`src/rtl/player_motion_controller_pkg.sv`:
```
// Shared definitions for the player motion controller, the collision detector
// and the tile renderer: map size, coordinate widths and FSM state encoding.
package player_motion_controller_pkg;

  localparam int unsigned TILEMAP_LENGTH = 2000;
  localparam int unsigned X_W            = 11;
  localparam int unsigned Y_W            = 4;
  localparam int unsigned JUMP_W         = 2;

  typedef enum logic [2:0] {
    StIdle,
    StRequest,
    StWaitBusy,
    StWaitDone,
    StMoveX,
    StMoveY,
    StCommit
  } motion_state_e;

endpackage

```
`src/rtl/player_motion_controller_if.sv`:
```
// Handshake and position bus between the motion controller and the
// collision detector. The controller is the master: it owns the position and
// the start pulse, the detector answers with done and the blocked flags.
interface player_motion_controller_if;
  import player_motion_controller_pkg::*;

  logic             dbc_enable;
  logic             dbc_done;
  logic             coll_left;
  logic             coll_right;
  logic             coll_up;
  logic             coll_down;
  logic [X_W-1:0]   x_location;
  logic [Y_W-1:0]   y_location;

  modport master (
    output dbc_enable,
    output x_location,
    output y_location,
    input  dbc_done,
    input  coll_left,
    input  coll_right,
    input  coll_up,
    input  coll_down
  );

  modport slave (
    input  dbc_enable,
    input  x_location,
    input  y_location,
    output dbc_done,
    output coll_left,
    output coll_right,
    output coll_up,
    output coll_down
  );

endinterface

```
`src/rtl/player_motion_controller_jump_counter.sv`:
```
// Remaining-ascent counter for a jump. Clear wins over everything; a load
// combined with a decrement lands on JUMP_HEIGHT-1 so the first ascent step
// can happen in the same update that starts the jump.
module player_motion_controller_jump_counter
  import player_motion_controller_pkg::*;
#(
  parameter int unsigned JUMP_HEIGHT = 3
) (
  input  logic              clock,
  input  logic              resetn,
  input  logic              load,
  input  logic              dec,
  input  logic              clear,
  output logic [JUMP_W-1:0] jump_left
);

  localparam logic [JUMP_W-1:0] LoadVal = JUMP_W'(JUMP_HEIGHT);

  // Counter state with synchronous active-low reset.
  always_ff @(posedge clock) begin
    if (!resetn) begin
      jump_left <= '0;
    end else if (clear) begin
      jump_left <= '0;
    end else if (load) begin
      jump_left <= dec ? LoadVal - JUMP_W'(1) : LoadVal;
    end else if (dec) begin
      jump_left <= jump_left - JUMP_W'(1);
    end
  end

endmodule

```
`src/rtl/player_motion_controller.sv`:
```
// Per-frame player motion: latch controls on frame_tick, run one collision
// detector pass, then apply the horizontal move followed by the vertical
// (jump / gravity) move using the flags from that single pass.
module player_motion_controller #(
  parameter int unsigned TILEMAP_LENGTH = player_motion_controller_pkg::TILEMAP_LENGTH,
  parameter int unsigned START_X        = 1,
  parameter int unsigned START_Y        = 1,
  parameter int unsigned JUMP_HEIGHT    = 3
) (
  input  logic                              clock,
  input  logic                              resetn,
  input  logic                              frame_tick,
  input  logic                              btn_left,
  input  logic                              btn_right,
  input  logic                              btn_jump,
  player_motion_controller_if.master        dbc,
  output logic                              update_done,
  output logic                              overrun
);
  import player_motion_controller_pkg::*;

  localparam logic [X_W-1:0]    XMax     = X_W'(TILEMAP_LENGTH - 1);
  localparam logic [JUMP_W-1:0] JumpLoad = JUMP_W'(JUMP_HEIGHT);

  motion_state_e     state;
  logic              left_lat;
  logic              right_lat;
  logic              jump_lat;
  logic              coll_left_lat;
  logic              coll_right_lat;
  logic              coll_up_lat;
  logic              coll_down_lat;
  logic [X_W-1:0]    x_pos;
  logic [Y_W-1:0]    y_pos;
  logic              dbc_enable_r;

  logic [JUMP_W-1:0] jump_left;
  logic [JUMP_W-1:0] jump_eff;
  logic              grounded;
  logic              start_jump;
  logic              rising;
  logic              can_rise;
  logic              move_left;
  logic              move_right;
  logic              jl_load;
  logic              jl_dec;
  logic              jl_clear;

  assign dbc.dbc_enable = dbc_enable_r;
  assign dbc.x_location = x_pos;
  assign dbc.y_location = y_pos;

  // Same-cycle drop indication, so this one is decoded rather than registered.
  assign overrun = resetn && frame_tick && (state != StIdle);

  // Move decisions from the latched buttons and the latched detector flags.
  always_comb begin
    move_left  = left_lat && !right_lat && !coll_left_lat && (x_pos != '0);
    move_right = right_lat && !left_lat && !coll_right_lat && (x_pos < XMax);
    grounded   = coll_down_lat || (y_pos == '0);
    start_jump = grounded && jump_lat && (jump_left == '0);
    // A jump starting this update ascends immediately.
    jump_eff   = start_jump ? JumpLoad : jump_left;
    rising     = (jump_eff != '0);
    can_rise   = rising && !coll_up_lat && (y_pos != '1);
    jl_load    = (state == StMoveY) && start_jump;
    jl_dec     = (state == StMoveY) && can_rise;
    jl_clear   = (state == StMoveY) && rising && !can_rise;
  end

  player_motion_controller_jump_counter #(
    .JUMP_HEIGHT (JUMP_HEIGHT)
  ) u_jump_counter (
    .clock     (clock),
    .resetn    (resetn),
    .load      (jl_load),
    .dec       (jl_dec),
    .clear     (jl_clear),
    .jump_left (jump_left)
  );

  // Sequencing FSM with registered position and pulse outputs.
  always_ff @(posedge clock) begin
    if (!resetn) begin
      state          <= StIdle;
      x_pos          <= X_W'(START_X);
      y_pos          <= Y_W'(START_Y);
      left_lat       <= 1'b0;
      right_lat      <= 1'b0;
      jump_lat       <= 1'b0;
      coll_left_lat  <= 1'b0;
      coll_right_lat <= 1'b0;
      coll_up_lat    <= 1'b0;
      coll_down_lat  <= 1'b0;
      dbc_enable_r   <= 1'b0;
      update_done    <= 1'b0;
    end else begin
      dbc_enable_r <= 1'b0;
      update_done  <= 1'b0;
      unique case (state)
        StIdle: begin
          if (frame_tick) begin
            left_lat     <= btn_left;
            right_lat    <= btn_right;
            jump_lat     <= btn_jump;
            dbc_enable_r <= 1'b1;
            state        <= StRequest;
          end
        end
        StRequest: begin
          state <= StWaitBusy;
        end
        // A detector run left over from before reset still shows done=0
        // here, so waiting for busy then done keeps the handshake aligned.
        StWaitBusy: begin
          if (!dbc.dbc_done) state <= StWaitDone;
        end
        StWaitDone: begin
          if (dbc.dbc_done) begin
            coll_left_lat  <= dbc.coll_left;
            coll_right_lat <= dbc.coll_right;
            coll_up_lat    <= dbc.coll_up;
            coll_down_lat  <= dbc.coll_down;
            state          <= StMoveX;
          end
        end
        StMoveX: begin
          if (move_left) begin
            x_pos <= x_pos - X_W'(1);
          end else if (move_right) begin
            x_pos <= x_pos + X_W'(1);
          end
          state <= StMoveY;
        end
        StMoveY: begin
          if (can_rise) begin
            y_pos <= y_pos + Y_W'(1);
          end else if (!rising && !grounded) begin
            y_pos <= y_pos - Y_W'(1);
          end
          update_done <= 1'b1;
          state       <= StCommit;
        end
        StCommit: begin
          state <= StIdle;
        end
        default: begin
          state <= StIdle;
        end
      endcase
    end
  end

endmodule

```
`src/flat_wrapper.sv`:
```
// flat-port wrapper written by rule: the top's interface ports become plain ports
module player_motion_controller_flat import player_motion_controller_pkg::*;
#(
  parameter int unsigned TILEMAP_LENGTH = player_motion_controller_pkg::TILEMAP_LENGTH,
  parameter int unsigned START_X        = 1,
  parameter int unsigned START_Y        = 1,
  parameter int unsigned JUMP_HEIGHT    = 3
)
  (clock, resetn, frame_tick, btn_left, btn_right, btn_jump, update_done, overrun, dbc_dbc_enable, dbc_x_location, dbc_y_location, dbc_dbc_done, dbc_coll_left, dbc_coll_right, dbc_coll_up, dbc_coll_down);
  player_motion_controller_if dbc_i ();
  input  logic clock;
  input  logic resetn;
  input  logic frame_tick;
  input  logic btn_left;
  input  logic btn_right;
  input  logic btn_jump;
  output logic update_done;
  output logic overrun;
  output wire logic [$bits(dbc_i.dbc_enable)-1:0] dbc_dbc_enable;
  output wire logic [$bits(dbc_i.x_location)-1:0] dbc_x_location;
  output wire logic [$bits(dbc_i.y_location)-1:0] dbc_y_location;
  input wire logic [$bits(dbc_i.dbc_done)-1:0] dbc_dbc_done;
  input wire logic [$bits(dbc_i.coll_left)-1:0] dbc_coll_left;
  input wire logic [$bits(dbc_i.coll_right)-1:0] dbc_coll_right;
  input wire logic [$bits(dbc_i.coll_up)-1:0] dbc_coll_up;
  input wire logic [$bits(dbc_i.coll_down)-1:0] dbc_coll_down;
  assign dbc_dbc_enable = dbc_i.dbc_enable;
  assign dbc_x_location = dbc_i.x_location;
  assign dbc_y_location = dbc_i.y_location;
  assign dbc_i.dbc_done = dbc_dbc_done;
  assign dbc_i.coll_left = dbc_coll_left;
  assign dbc_i.coll_right = dbc_coll_right;
  assign dbc_i.coll_up = dbc_coll_up;
  assign dbc_i.coll_down = dbc_coll_down;
  player_motion_controller #(.TILEMAP_LENGTH(TILEMAP_LENGTH), .START_X(START_X), .START_Y(START_Y), .JUMP_HEIGHT(JUMP_HEIGHT)) u_core (.clock(clock), .resetn(resetn), .frame_tick(frame_tick), .btn_left(btn_left), .btn_right(btn_right), .btn_jump(btn_jump), .dbc(dbc_i), .update_done(update_done), .overrun(overrun));
endmodule
```
`config.mk`:
```
export PLATFORM = sky130hd
export DESIGN_NAME = player_motion_controller_flat
export DESIGN_NICKNAME = d
export VERILOG_FILES = /design/src/rtl/player_motion_controller_pkg.sv /design/src/rtl/player_motion_controller_if.sv /design/src/rtl/player_motion_controller_jump_counter.sv /design/src/rtl/player_motion_controller.sv /design/src/flat_wrapper.sv
export SDC_FILE = /design/constraint.sdc
export NUM_CORES = 1
export LEC_CHECK = 0
export ABC_AREA = 0
export BUFFER_PORTS_ARGS = -buffer_cell sky130_fd_sc_hd__buf_2
export CAP_MARGIN = 10
export CORE_ASPECT_RATIO = 0.6
export CORE_MARGIN = 1
export CORE_UTILIZATION = 60
export DETAILED_ROUTE_END_ITERATION = 8
export GPL_ROUTABILITY_DRIVEN = 1
export GPL_TIMING_DRIVEN = 0
export PLACE_DENSITY = 0.88
export RECOVER_POWER = 100
export SYNTH_ARGS = -nofsm -noshare
export SYNTH_HDL_FRONTEND = slang
export SYNTH_HIERARCHICAL = 1
export SYNTH_SLANG_ARGS = --single-unit
```
`constraint.sdc`:
```
create_clock -name clock -period 4.4 [get_ports clock]
set_input_delay 0.22 -clock clock [delete_from_list [all_inputs] [get_ports clock]]
set_output_delay 0.22 -clock clock [all_outputs]
set_load 0.02 [all_outputs]
```
==> results.md <==
* Status: complete, no violations
* Final Cell Area at 2140 um^2
* N_diodes at 0
* Max Clk Rate at 346 MHz
* CORE AREA at 2950 um^2
* Clock transition at the registers of the reported paths at 60 ps
* DRT Wirelength at 4850 um
* I/O pin cnt at 29
* Setup repair bufs after CTS at 0
* Ranking of synthesized cells by area: dfxtp_1, ha_1, mux2i_1
* Synth Area per Inst at 8.21 um^2
* #FFs+latches synth at 29
* MaxCap Viol Count at 0
* # hold bufs at CTS at 0
* Final hold vios at 0
* CP delay by family, top: simple AND/OR/NAND/NOR gates
* Largest net degree at the start of global routing at 11
* Crit path required time at 4550 ps
* Layout cell share with drive strength beyond 1 at 0.0821
* Worst EP arrival at 3040 ps
* DR vias/cell at 6.21
* IO Port Bufs at 28
* Leak at 0.893 nW
* GRT Residual Overflow at 0
* Utilization after layout at 0.725
* Final setup fails at 0
* Peak VDD IR at 210 uV
* Synth cell count leaders: dfxtp_1, nor2_1, nand2_1
* Crit share post-route at 0.656
* Synth area leader: dfxtp_1
* Final-stage net count at 291
* Clock skew at 1.96 ps
* Die Width at 74.8 um
* Total Power at 0.000550 W
* Number of global-route vias before repair at 1,659
* Vert. Die Dim at 45.7 um
* Resized cells post-CTS at 0
* Post-Syn Instances at 232
* Maximum fanout along the worst path at 9
* Filler instances at 250
* FP Rows at 15
* Routed vias at 1,924
* Post-synth cell types at 52
* Residual DRC at 0
* Slowest Stage Delay on Critical Path at 480 ps
* Detail Placement HPWL at 3610 um
* Final Wtd Congestion at 0.864
* Gr usage total at 0.322
* DR pass1 iterations at 4
* Clock Path Buffers at 2
* Top cell type's share of synthesized area at 0.305
* Setup TNS at 0 ps
* Cell area after placement at 2100 um^2
* CTS tree: built
* Synth warnings at 6
* EDFF count, synth at 0
* RSZ-0062 raised after global routing: false
* Pwr dens at 257 nW/um^2
* WL per Instance at 15.6 um
* Initial antenna violation count at 0
* HP Class: primary input to flop
* Global-route wire length before repair at 7990 um
* Top_reg_cell synth: dfxtp_1
* Worst-Skew Late Latency at 270 ps
* Critical-path cell list: or3b_2 > nand2b_1 > inv_1 > ha_1 > a211oi_1 > nor2_1 > a21oi_1 > mux2i_1 > o22ai_1
* Area grow syn2layout at 12.1%
* Actual slew at the worst max-slew pin at 806 ps
* Async SR Flop Fraction at 0
* Antenna viol nets, final at 0
* Clock root buffer: clkbuf_8
* Full die area at 3410 um^2
* Fin Hold WS at 182 ps
* H-tree lvl count at 2
* Worst setup EP type: flop
* Slowest CP cell: or3b_2
* Slew headroom at 0.457
* Mapped Area at 1910 um^2
* Register area share after synthesis at 0.305
* Drt initial violations at 165
* CTS buffer count at 5
* # clock sinks at 29
* Final Max Slew Viols at 0
* Worst Setup Start Kind: flop
* Tmin final at 2890 ps
* Initial Util at 0.647
* Worst Setup Path Type: flop to flop
* Post-synth net total at 256
* Buf/Inv on CP at 1
## routing by layer
| metal | vias up | global-route usage | routed length, um |
|---|---|---|---|
| li1 | 927 | - | - |
| met1 | 903 | 0.499 | 2350 |
| met2 | 86 | 0.429 | 1970 |
| met3 | 8 | 0.0730 | 464 |
| met4 | 0 | 0.109 | 62 |
| met5 | - | 0 | 0 |
## power breakdown
group / internal (W) / total (W) / leakage, nW / switching [W]
Clock: 0.000109 / 0.000208 / 0.0450 / 0.0000989
Combinational: 0.0000280 / 0.0000690 / 0.613 / 0.0000410
Sequential: 0.000268 / 0.000273 / 0.235 / 0.00000447
Total: 0.000405 / 0.000550 / 0.893 / 0.000144
## worst paths after layout
check,from,end,slack (ps),cells after the start
worst max-delay path,u_core/left_lat,u_core/dbc.x_location[9],1510,9
worst min-delay path,dbc_coll_down,u_core/coll_down_lat,180,3
worst max register to register,u_core/left_lat,u_core/dbc.x_location[9],1510,9
worst min register to register,u_core/coll_right_lat,u_core/coll_right_lat,520,2
## per-stage QoR
step / std cells / setup slack [ps]
2_1_floorplan: 232 / 1910
3_3_place_gp: 302 / 1600
3_5_place_dp: 302 / 1590
4_1_cts: 310 / 1550
5_1_grt: 310 / 1210
6_report: 310 / 1510
## sequential cells by signal, summed over array words and instances, names as in the netlist
signal / cells
u_core/coll_down_lat: 1
u_core/coll_left_lat: 1
u_core/coll_right_lat: 1
u_core/coll_up_lat: 1
u_core/dbc.dbc_enable: 1
u_core/dbc.x_location: 11
u_core/dbc.y_location: 4
u_core/jump_lat: 1
u_core/left_lat: 1
u_core/right_lat: 1
u_core/state: 3
u_core/u_jump_counter/jump_left: 2
u_core/update_done: 1
## logic make-up after synthesis
family,share of synthesized area
AOI/OAI and AO/OA,0.218
xor gates and xnor gates,0.0230
buffers and inverters,0.0355
and+or+nand+nor,0.263
adders and majority gates,0.0932
muxes,0.0630
DFF,0.305
## layout make-up
class                      instances  area, um^2  area share
tap                               42        52.6      0.0246
clock buffer                       6        72.6      0.0340
inverter                           7        26.3      0.0123
multi-input combinational        189        1240       0.583
clock inverter                     2        10.0     0.00468
buffer                             7        33.8      0.0158
timing repair buffer              28         116      0.0544
sequential                        29         581       0.272
## cell usage in the layout (no fill, tap or decap), drive strengths merged, types with 7 or more instances in the layout
master	count
clkbuf	31
nor2	29
dfxtp	29
nand2	19
o21ai	17
a21oi	17
mux2i	12
ha	11
buf	10
inv	7
nor3	7
nand3	7
## worst register-to-register path, delay by kind of cell, from the launching register on
| family | cells | cell delay (ps) |
|---|---|---|
| simple gates | 3 | 840 |
| compound gates | 3 | 750 |
| flops | 1 | 360 |
| fa+ha+maj | 1 | 320 |
| buf+inv | 1 | 290 |
| mux | 1 | 230 |
No activity file was read; power rests on OpenSTA's default activity.
